**config.mk**
```make
export PLATFORM = sky130hd
export DESIGN_NAME = smart_lock_core
export DESIGN_NICKNAME = d
export VERILOG_FILES = /design/src/rtl/smart_lock_core.sv
export SDC_FILE = /design/constraint.sdc
export NUM_CORES = 1
export LEC_CHECK = 0
export BUFFER_PORTS_ARGS = -buffer_cell sky130_fd_sc_hd__buf_4
export CAP_MARGIN = 20
export CORE_ASPECT_RATIO = 0.6
export CORE_MARGIN = 2
export CORE_UTILIZATION = 47
export CTS_CLUSTER_SIZE = 8
export DETAILED_ROUTE_END_ITERATION = 7
export PLACE_DENSITY = 0.7
export SYNTH_ARGS = -nofsm -noshare
export SYNTH_HDL_FRONTEND = slang
export SYNTH_SLANG_ARGS = --single-unit
export TNS_END_PERCENT = 5
```
**constraint.sdc**
```tcl
create_clock -name clk -period 3.44 [get_ports clk]
set_clock_uncertainty 0.1 [all_clocks]
set_input_delay 0.344 -clock clk [delete_from_list [all_inputs] [get_ports clk]]
set_output_delay 0.344 -clock clk [all_outputs]
set_load 0.05 [all_outputs]
```
**src/rtl/smart_lock_core.sv**
```systemverilog
// Keypad smart-lock core: entry buffer, stored-code slots scanned one per
// cycle, door lock state and brute-force lockout after repeated failures.
module smart_lock_core #(
    parameter int NUM_DIGITS     = 4,
    parameter int NUM_SLOTS      = 4,
    parameter int MAX_FAILS      = 3,
    parameter int LOCKOUT_CYCLES = 1000
) (
    input  logic                               clk,
    input  logic                               reset,
    input  logic                               digit_valid,
    input  logic [3:0]                         digit,
    input  logic                               backspace,
    input  logic                               enter,
    input  logic [1:0]                         op,
    input  logic                               lock,
    output logic                               door_locked,
    output logic                               busy,
    output logic                               done,
    output logic                               error,
    output logic                               locked_out,
    output logic [$clog2(NUM_SLOTS+1)-1:0]     slots_used
);

    localparam int BW = 4 * NUM_DIGITS;
    localparam int CW = $clog2(NUM_DIGITS + 1);
    localparam int SW = (NUM_SLOTS > 1) ? $clog2(NUM_SLOTS) : 1;
    localparam int UW = $clog2(NUM_SLOTS + 1);
    localparam int FW = $clog2(MAX_FAILS + 1);
    localparam int LW = $clog2(LOCKOUT_CYCLES + 1);

    typedef enum logic [1:0] {IDLE, SCAN, DONE, LOCKOUT} state_t;

    state_t            state, state_nx;
    logic [BW-1:0]     entry;
    logic [CW-1:0]     count;
    logic [BW-1:0]     slot_code [NUM_SLOTS];
    logic [NUM_SLOTS-1:0] slot_valid;
    logic [UW-1:0]     used;
    logic [SW-1:0]     scan_idx;
    logic [1:0]        op_q;
    logic              match_acc, free_acc, err_q;
    logic [SW-1:0]     match_idx_acc, free_idx_acc;
    logic [FW-1:0]     fail_cnt;
    logic [LW-1:0]     lo_cnt;

    logic              full, reject, enter_go, enter_rej, lock_fail, last_scan;
    logic              hit, match_f, free_f, scan_err;
    logic [SW-1:0]     match_i, free_i;

    // IDLE command decode and per-slot scan result, folding in the slot under test
    always_comb begin
        full      = (count == CW'(NUM_DIGITS));
        reject    = !full || (op == 2'd3) || ((op != 2'd0) && door_locked);
        enter_go  = (state == IDLE) && !lock && enter && !reject;
        enter_rej = (state == IDLE) && !lock && enter && reject;
        lock_fail = (state == IDLE) && lock && (used == '0);
        last_scan = (state == SCAN) && (scan_idx == SW'(NUM_SLOTS - 1));
        hit       = slot_valid[scan_idx] && (slot_code[scan_idx] == entry);
        match_f   = match_acc | hit;
        match_i   = match_acc ? match_idx_acc : scan_idx;
        free_f    = free_acc | !slot_valid[scan_idx];
        free_i    = free_acc ? free_idx_acc : scan_idx;
        case (op_q)
            2'd0:    scan_err = !match_f;
            2'd1:    scan_err = match_f || !free_f;
            2'd2:    scan_err = !match_f;
            default: scan_err = 1'b1;
        endcase
    end

    // State register
    always_ff @(posedge clk) begin
        if (!reset) state <= IDLE;
        else        state <= state_nx;
    end

    // Next-state logic
    always_comb begin
        state_nx = state;
        case (state)
            IDLE: begin
                if (lock_fail || enter_rej) state_nx = DONE;
                else if (enter_go)          state_nx = SCAN;
            end
            SCAN:    if (last_scan) state_nx = DONE;
            DONE:    state_nx = (fail_cnt >= FW'(MAX_FAILS)) ? LOCKOUT : IDLE;
            LOCKOUT: if (lo_cnt == '0) state_nx = IDLE;
            default: state_nx = IDLE;
        endcase
    end

    // Datapath: entry buffer, scan accumulators, slot table, fail/lockout counters
    always_ff @(posedge clk) begin
        if (!reset) begin
            entry         <= '0;
            count         <= '0;
            slot_valid    <= '0;
            used          <= '0;
            scan_idx      <= '0;
            op_q          <= '0;
            match_acc     <= 1'b0;
            free_acc      <= 1'b0;
            match_idx_acc <= '0;
            free_idx_acc  <= '0;
            err_q         <= 1'b0;
            fail_cnt      <= '0;
            lo_cnt        <= '0;
            door_locked   <= 1'b0;
        end else begin
            case (state)
                IDLE: begin
                    err_q <= lock_fail || enter_rej;
                    if (lock) begin
                        if (used != '0) door_locked <= 1'b1;
                    end else if (enter) begin
                        op_q      <= op;
                        scan_idx  <= '0;
                        match_acc <= 1'b0;
                        free_acc  <= 1'b0;
                    end else if (backspace) begin
                        if (count != '0) count <= count - CW'(1);
                    end else if (digit_valid && (digit <= 4'd9) && !full) begin
                        entry[4*int'(count) +: 4] <= digit;
                        count <= count + CW'(1);
                    end
                end
                SCAN: begin
                    scan_idx      <= scan_idx + SW'(1);
                    match_acc     <= match_f;
                    match_idx_acc <= match_i;
                    free_acc      <= free_f;
                    free_idx_acc  <= free_i;
                    // All outcomes commit on the final scan cycle so they are visible with done
                    if (last_scan) begin
                        err_q <= scan_err;
                        case (op_q)
                            2'd0: begin
                                if (match_f) begin
                                    door_locked <= 1'b0;
                                    fail_cnt    <= '0;
                                end else begin
                                    fail_cnt <= fail_cnt + FW'(1);
                                end
                            end
                            2'd1: begin
                                if (!scan_err) begin
                                    slot_code[free_i]  <= entry;
                                    slot_valid[free_i] <= 1'b1;
                                    used <= used + UW'(1);
                                end
                            end
                            2'd2: begin
                                if (match_f) begin
                                    slot_valid[match_i] <= 1'b0;
                                    used <= used - UW'(1);
                                end
                            end
                            default: ;
                        endcase
                    end
                end
                DONE: begin
                    entry <= '0;
                    count <= '0;
                    if (fail_cnt >= FW'(MAX_FAILS)) lo_cnt <= LW'(LOCKOUT_CYCLES - 1);
                end
                LOCKOUT: begin
                    if (lo_cnt == '0) fail_cnt <= '0;
                    else              lo_cnt   <= lo_cnt - LW'(1);
                end
                default: ;
            endcase
        end
    end

    // Moore outputs
    always_comb begin
        busy       = (state != IDLE);
        done       = (state == DONE);
        error      = (state == DONE) && err_q;
        locked_out = (state == LOCKOUT);
        slots_used = used;
    end

endmodule

```
==> results.yml, run 1 <==
sta:
  fin_crit_ps: 2991
  tightest_slew_ps: 728.0
  rsz0062_at_grt: "no"
  hold_ws_ps: 114.2
  timing.fmax_mhz: 334.3
  hold_viol_final: 0
  setup_viol: 0
  period_share_pct: 86.96
  relSlewSlack_pct: 50.78
  setup_tns_ps: 0
  slew_violations: 0
layout:
  final_common_cell: "edfxtp_1"
  antennaDiodeCount: 0
  drive_gt1_share_pct: 19.22
  final_cell_mix: "edfxtp_1, dfxtp_1, nand2_1"
  syn_to_final_growth_pct: 19.68
  final_core_util_pct: 57.21
  final_nets: 520
critical_path:
  crit_arrival_ps: 3010
  rr_worst_depth: 9
  setup.worst_path.class: "reg2reg"
  required_ps: 3460
  slowest_stage: "nor2_1"
  cpPeakStageDelay_ps: 570
  start_kind: "flop"
  cp-end-kind: "flop"
  worstPathBufferInverterCount: 2
  crit_chain: "buf_12 > mux4_2 > xnor2_1 > nand4_1 > a21oi_1 > a31oi_1 > nand3_1 > nor2_1 > buf_6"
  cp_max_fo: 18
  r2r_slack_ps: 450
  r2r_end: "slot_code[0][8]"
  crit_family: "simple AND/OR/NAND/NOR gates"
power:
  cellPowerDensity_mw_per_mm2: 577.3
  finalPower_mw: 3.695
  power_leakage_nw: 2.295
  peakVddDrop_mv: 0.3699
synth:
  yosysWarnings: 0
  syn-mean-instance-area_um2: 11.86
  syn_inst: 451
  yosys_register_bits: 118
  syn_area_mm2: 0.005348
  synth_edf_count: 64
  netlist.area_leader.share_pct: 35.94
  synth_area_leaders: "edfxtp_1, dfxtp_1, mux4_2"
  syn_nets: 474
  ys_types: 55
  async_flop_share_pct: 0
  ys.flop_type: "edfxtp_1"
  yosysTopAreaCell: "edfxtp_1"
  ys_seq_area_share_pct: 56.15
hold_path:
  hp-start: "digit[2]"
  hold_path_end: "entry[2]"
  hold_class: "in2reg"
  hold_path_depth: 3
clock_network:
  cts_buffer_depth: 2
  cts-resized-gates: 0
  clk-insertion-delay-late_ps: 410
  cts_buffers: 17
  clkTransAtPathRegs_ps: 50
  clkSinkCount: 118
  ctsRootBufferMaster: "clkbuf_16"
  hold_buffers: 0
  htree_num_levels: 4
  cts_tree: "done"
  postCtsSetupBuffers: 0
drt:
  drcViolationCount: 0
  num_vias: 3841
  drt-pass1-iter-count: 5
  avgRoutedWirePerCell_um: 20.27
  drt_iter0_markers: 327
  via_per_inst: 5.873
  ant_nets: 0
  routed_wl_um: 13260
die:
  pin_count: 20
  initial_core_util_pct: 47.81
  rows: 30
  fp.dieW_um: 141.7
  die_height_um: 86.63
  die-area_mm2: 0.01228
  core_mm2: 0.01119
global_routing:
  grt_pass1_wl_um: 20580
  grt_start_max_net_pins: 52
  busiest_layer: "met1"
  grt.overflow.total: 0
  grt_antenna_before_repair: 0
  track_usage_pct: 23.29
  use_met2_pct: 29.04
  grt_pass1_vias: 3526
  grt_use_met3_pct: 7.735
  use_met1_pct: 37.54
flow_run:
  maxCapViolCount: 0
place:
  place_congestion: 0.9460
  hpwl_um: 9660
  portBuffers: 19
status:
  status: "complete, no violations"
==> through the flow <==
step | worst slack, ps | area (µm²) | std cells
global route | 237.7 | 6400 | 654
floorplan | 112.2 | 5348 | 451
detailed placement | 442.0 | 5811 | 622
finish | 448.6 | 6400 | 654
CTS | 419.9 | 6400 | 654
global placement | 209.0 | 5777 | 619
==> synthesized netlist by cell type, types with 13 or more instances <==
cell,n
a21boi_0,17
clkbuf_1,13
dfxtp_1,54
edfxtp_1,64
inv_1,19
mux2i_1,17
mux4_2,15
nand2_1,52
nor2_1,24
nor3_1,13
o21ai_0,17
xnor2_1,14
==> per-layer routing <==
layer	vias to the layer above	routed length [µm]
met4	0	132
met1	1881	6701
met3	16	1454
met2	196	4970
met5	-	0
li1	1748	-
==> sequential cells by signal, summed over array words and instances (netlist names), 2 cells and up, named ones only <==
register,count
free_idx_acc,2
entry,16
slots_used,3
scan_idx,2
lo_cnt,10
op_q,2
slot_code,64
match_idx_acc,2
state,2
slot_valid,4
fail_cnt,2
count,3
==> tightest hold or removal path, stage by stage <==
cell     delay, ps
buf_4          110
mux2i_1         60
nor2_1          70
==> power by group <==
part | total [mW] | internal (mW) | switching, mW
clock network | 1.75 | 1.13 | 0.620
registers | 1.55 | 1.51 | 0.0470
logic | 0.392 | 0.159 | 0.233
==> cells by family (layout without fill, tap and decap cells) <==
group	after synthesis	after routing	share of synthesized area (%)
flops	118	118	56.15
mux	33	33	9.780
buf+inv	37	96	3.042
xor+xnor	25	25	4.095
compound gates	78	78	9.756
fa+ha+maj	12	12	3.042
simple gates	148	148	14.13
==> area by class of cell <==
cell class	count	area, µm²
fill	895	4786
clock inverter	14	160.2
sequential	118	3003
inverter	19	71.32
timing repair buffer	45	374.1
clock buffer	18	429.2
tap	144	180.2
multi-input combinational	296	2182
==> worst max-delay path by stage <==
stage	depth (start not counted)	end	from
detailed placement	9	slot_code[0][8]	flop
global placement	8	slot_code[3][15]	flop
floorplan	10	slot_code[1][0]	flop
CTS	9	slot_code[0][8]	flop
global route	9	slot_code[0][8]	flop
finish	9	slot_code[0][8]	flop
Power figures use the tool's default switching activity.
==> run 2: changes to the inputs <==
--- a/config.mk
+++ b/config.mk
@@ -12,6 +12,7 @@
 export CORE_UTILIZATION = 47
 export CTS_CLUSTER_SIZE = 8
 export DETAILED_ROUTE_END_ITERATION = 7
+export GPL_TIMING_DRIVEN = 0
 export PLACE_DENSITY = 0.7
 export SYNTH_ARGS = -nofsm -noshare
 export SYNTH_HDL_FRONTEND = slang
==> results.yml, run 2 (same netlist as run 1, synthesis figures left out) <==
layout:
  final_common_cell: "edfxtp_1"
  largest-register: "slot_code"
  drive_gt1_share_pct: 17.95
  largest_reg_flops: 64
  largest_registers: "slot_code: 64 flops, entry: 16 flops, lo_cnt: 10 flops"
  syn_to_final_growth_pct: 19.35
  final_cell_mix: "edfxtp_1, dfxtp_1, nand2_1"
  final_nets: 517
  final_core_util_pct: 57.06
  antennaDiodeCount: 0
hold_path:
  hold_class: "in2reg"
  hp-start: "op[0]"
sta:
  fin_crit_ps: 3238
  setup_viol: 0
  timing.fmax_mhz: 308.8
  rsz0062_at_grt: "no"
  relSlewSlack_pct: 47.21
  hold_ws_ps: 96.49
  period_share_pct: 94.14
  hold_viol_final: 0
  slew_violations: 0
  tightest_slew_ps: 780.9
die:
  core_mm2: 0.01119
  pin_count: 20
  rows: 30
  die_height_um: 86.63
  initial_core_util_pct: 47.81
  fp.dieW_um: 141.7
  die-area_mm2: 0.01228
clock_network:
  ctsRootBufferMaster: "clkbuf_16"
  clkSinkCount: 118
  clk-insertion-delay-late_ps: 420
  cts_tree: "done"
  cts_buffer_depth: 2
  htree_num_levels: 4
  clkTransAtPathRegs_ps: 60
  cts_buffers: 17
global_routing:
  grt_pass1_vias: 3645
  grt_pass1_wl_um: 19660
  grt_antenna_before_repair: 0
  grt_start_max_net_pins: 17
  grt.overflow.total: 0
  track_usage_pct: 21.69
critical_path:
  cpMostUsedCell: "buf_4"
  cp-end-kind: "flop"
  crit_chain: "buf_4 > buf_2 > mux4_2 > xor2_1 > nor4_2 > buf_4 > a31oi_2 > buf_6 > nand3_4 > nor2_4 > buf_8"
  setup.worst_path.class: "reg2reg"
  cpPeakStageDelay_ps: 360
  slowest_stage: "mux4_2"
  start_kind: "flop"
  crit_arrival_ps: 3260
  cp_max_fo: 11
  required_ps: 3460
drt:
  drt-pass1-iter-count: 5
  drt_iter0_markers: 269
  drcViolationCount: 0
  num_vias: 3723
  routed_wl_um: 12370
  avgRoutedWirePerCell_um: 19.01
  via_per_inst: 5.719
  ant_nets: 0
power:
  cellPowerDensity_mw_per_mm2: 583.8
  peakVddDrop_mv: 0.4206
  power_leakage_nw: 2.215
place:
  portBuffers: 19
  place_congestion: 0.8753
  hpwl_um: 8537
flow_run:
  maxCapViolCount: 0
status:
  status: "complete, no violations"
-- run 2: power breakdown --
part | switching [mW] | internal [mW]
Sequential | 0.0362 | 1.50
Combinational | 0.249 | 0.150
Clock | 0.703 | 1.08
Total | 0.988 | 2.74
-- run 2: path summary, 6_finish.rpt --
path | end | slack [ps] | depth (start not counted)
setup reg to reg | slot_code[3][0] | 200 | 11
hold / removal | op_q[0] | 100 | 3
setup / recovery | slot_code[3][0] | 200 | 11
hold reg to reg | slot_valid[0] | 390 | 2
-- run 2: metal layers --
metal,global-route usage [%],vias up,wire (µm)
li1,-,1732,-
met1,31.47,1856,6207
met2,31.77,115,5332
met3,5.801,20,683
met4,7.364,0,149
met5,0,-,0
-- run 2: repair_timing --
action,in CTS,in global routing
pin swaps,0,0
hold buffers,0,0
endpoints found under the setup margin,50,50
setup buffers,0,1
resized for setup,4,3
-- run 2: layout make-up --
class	instances	area [µm²]
fill	920	4803
sequential	118	3003
multi-input combinational	296	2231
clock buffer	17	425.4
timing repair buffer	24	210.2
tap	144	180.2
clock inverter	15	170.2
buffer	18	91.34
inverter	19	71.32
-- run 2: stage by stage --
stage               area (µm²)  instances  setup WS [ps]  setup TNS [ps]  power, mW
detailed placement        5741        618         -96.45           -1472      1.961
CTS                       6356        650          38.32               0      3.737
finish                    6382        651          201.6               0      3.726
global placement          5670        614         -810.9          -49670      1.944
global route              6382        651          83.08               0      3.849
floorplan                 5348        451          112.2               0      1.844
-- run 2: critical path: cells and delay by family, from the launching register on --
kind	cells	cell delay [ps]
AOI/OAI and AO/OA	1	190
muxes	1	360
and+or+nand+nor	3	540
buffers and inverters	5	1160
DFF	1	350
xor gates and xnor gates	1	220
==> run 3: changes to the inputs <==
--- a/config.mk
+++ b/config.mk
@@ -13,6 +13,7 @@
 export CTS_CLUSTER_SIZE = 8
 export DETAILED_ROUTE_END_ITERATION = 7
 export GPL_TIMING_DRIVEN = 0
+export HOLD_SLACK_MARGIN = 0.12
 export PLACE_DENSITY = 0.7
 export SYNTH_ARGS = -nofsm -noshare
 export SYNTH_HDL_FRONTEND = slang
==> results.yml, run 3 (same netlist as run 1, synthesis figures left out) <==
status:
  status: "complete, no violations"
die:
  fp.dieW_um: 141.7
  die-area_mm2: 0.01228
  pin_count: 20
  rows: 30
  initial_core_util_pct: 47.81
  core_mm2: 0.01119
  die_height_um: 86.63
critical_path:
  required_ps: 3460
  r2r_end: "slot_code[3][0]"
  setup.worst_path.class: "reg2reg"
  r2r_slack_ps: 200
  crit_arrival_ps: 3260
  cp_max_fo: 11
  cp-end-kind: "flop"
  rr_worst_depth: 11
  start_kind: "flop"
global_routing:
  grt_pass1_wl_um: 19690
  grt_pass1_vias: 3649
  grt.overflow.total: 0
  grt_antenna_before_repair: 0
  track_usage_pct: 21.73
  grt_start_max_net_pins: 17
hold_path:
  hold_class: "in2reg"
  hp-start: "digit[0]"
  hold_path_end: "entry[0]"
  hold_path_depth: 3
clock_network:
  clkSinkCount: 118
  cts_buffer_depth: 2
  cts_buffers: 17
  clkTransAtPathRegs_ps: 60
  htree_num_levels: 4
  clk-insertion-delay-late_ps: 420
  ctsRootBufferMaster: "clkbuf_16"
  cts_tree: "done"
layout:
  final_common_cell: "edfxtp_1"
  antennaDiodeCount: 0
  final_cell_mix: "edfxtp_1, dfxtp_1, nand2_1"
  syn_to_final_growth_pct: 20.10
  largest_reg_flops: 64
  largest_registers: "slot_code: 64 flops, entry: 16 flops, lo_cnt: 10 flops"
  final_core_util_pct: 57.42
  largest-register: "slot_code"
  drive_gt1_share_pct: 17.81
  final_nets: 521
sta:
  relSlewSlack_pct: 48.31
  tightest_slew_ps: 764.5
  rsz0062_at_grt: "no"
  hold_ws_ps: 138.5
  period_share_pct: 94.23
  fin_crit_ps: 3241
  timing.fmax_mhz: 308.5
  slew_violations: 0
  setup_viol: 0
  hold_viol_final: 0
power:
  power_leakage_nw: 2.232
  peakVddDrop_mv: 0.4199
  cellPowerDensity_mw_per_mm2: 580.2
drt:
  num_vias: 3728
  ant_nets: 0
  drcViolationCount: 0
  via_per_inst: 5.692
  routed_wl_um: 12410
  drt-pass1-iter-count: 5
  avgRoutedWirePerCell_um: 18.94
  drt_iter0_markers: 242
flow_run:
  maxCapViolCount: 0
place:
  hpwl_um: 8537
  place_congestion: 0.8753
  portBuffers: 19
-- run 3: power breakdown --
part,internal (mW),switching [mW],total [mW]
Sequential,1.50,0.0365,1.54
Combinational,0.153,0.251,0.404
Clock,1.08,0.698,1.78
-- run 3: cell type report --
cell class              count  area [µm²]
plain buffers              18       91.34
clock buffers              17       425.4
clock inverters            15       170.2
fillers                   919        4763
inverters                  19       71.32
multi-input cells         296        2231
flip-flops and latches    118        3003
well taps                 144       180.2
repair buffers             28       250.2
-- run 3: how the worst max path moves through the flow --
stage	slack (ps)	endpoint	startpoint	cells past startpoint
global route	80	slot_code[3][0]	flop	11
global placement	-810	slot_code[0][6]	flop	10
CTS	40	slot_code[0][3]	flop	11
detailed placement	-100	slot_code[3][0]	flop	11
finish	200	slot_code[3][0]	flop	11
floorplan	110	slot_code[1][0]	flop	10
-- run 3: timing repair --
action	4_1_cts	5_1_grt
gates resized for setup	4	3
hold endpoints to repair	4	0
hold buffers	4	0
endpoints found under the setup margin	50	50
buffers inserted	0	1
-- run 3: stage by stage --
stage               setup slack [ps]  std cells  instance area (µm²)  total power [mW]  TNS (ps)
floorplan                      112.2        451                 5348             1.844         0
global placement              -810.9        614                 5670             1.944    -49670
detailed placement            -96.45        618                 5741             1.961     -1472
CTS                            38.32        654                 6396             3.740         0
global route                   83.08        655                 6422             3.853         0
finish                         198.6        655                 6422             3.726         0
-- run 3: worst max-delay path, stage by stage, from the launching register on --
cell,delay (ps)
dfxtp_1,350
buf_4,220
buf_2,350
mux4_2,360
xor2_1,220
nor4_2,80
buf_4,180
a31oi_2,190
buf_6,200
nand3_4,180
nor2_4,280
buf_8,210
-- run 3: routing by layer --
layer / GRT usage, % / vias up / share of wire (%) / wire [µm]
met1: 31.50 / 1852 / 50 / 6231
met3: 5.801 / 16 / 5.6 / 694
met5: 0 / - / 0 / 0
met2: 31.86 / 112 / 43 / 5360
met4: 7.364 / 0 / 0.98 / 121
li1: - / 1748 / - / -
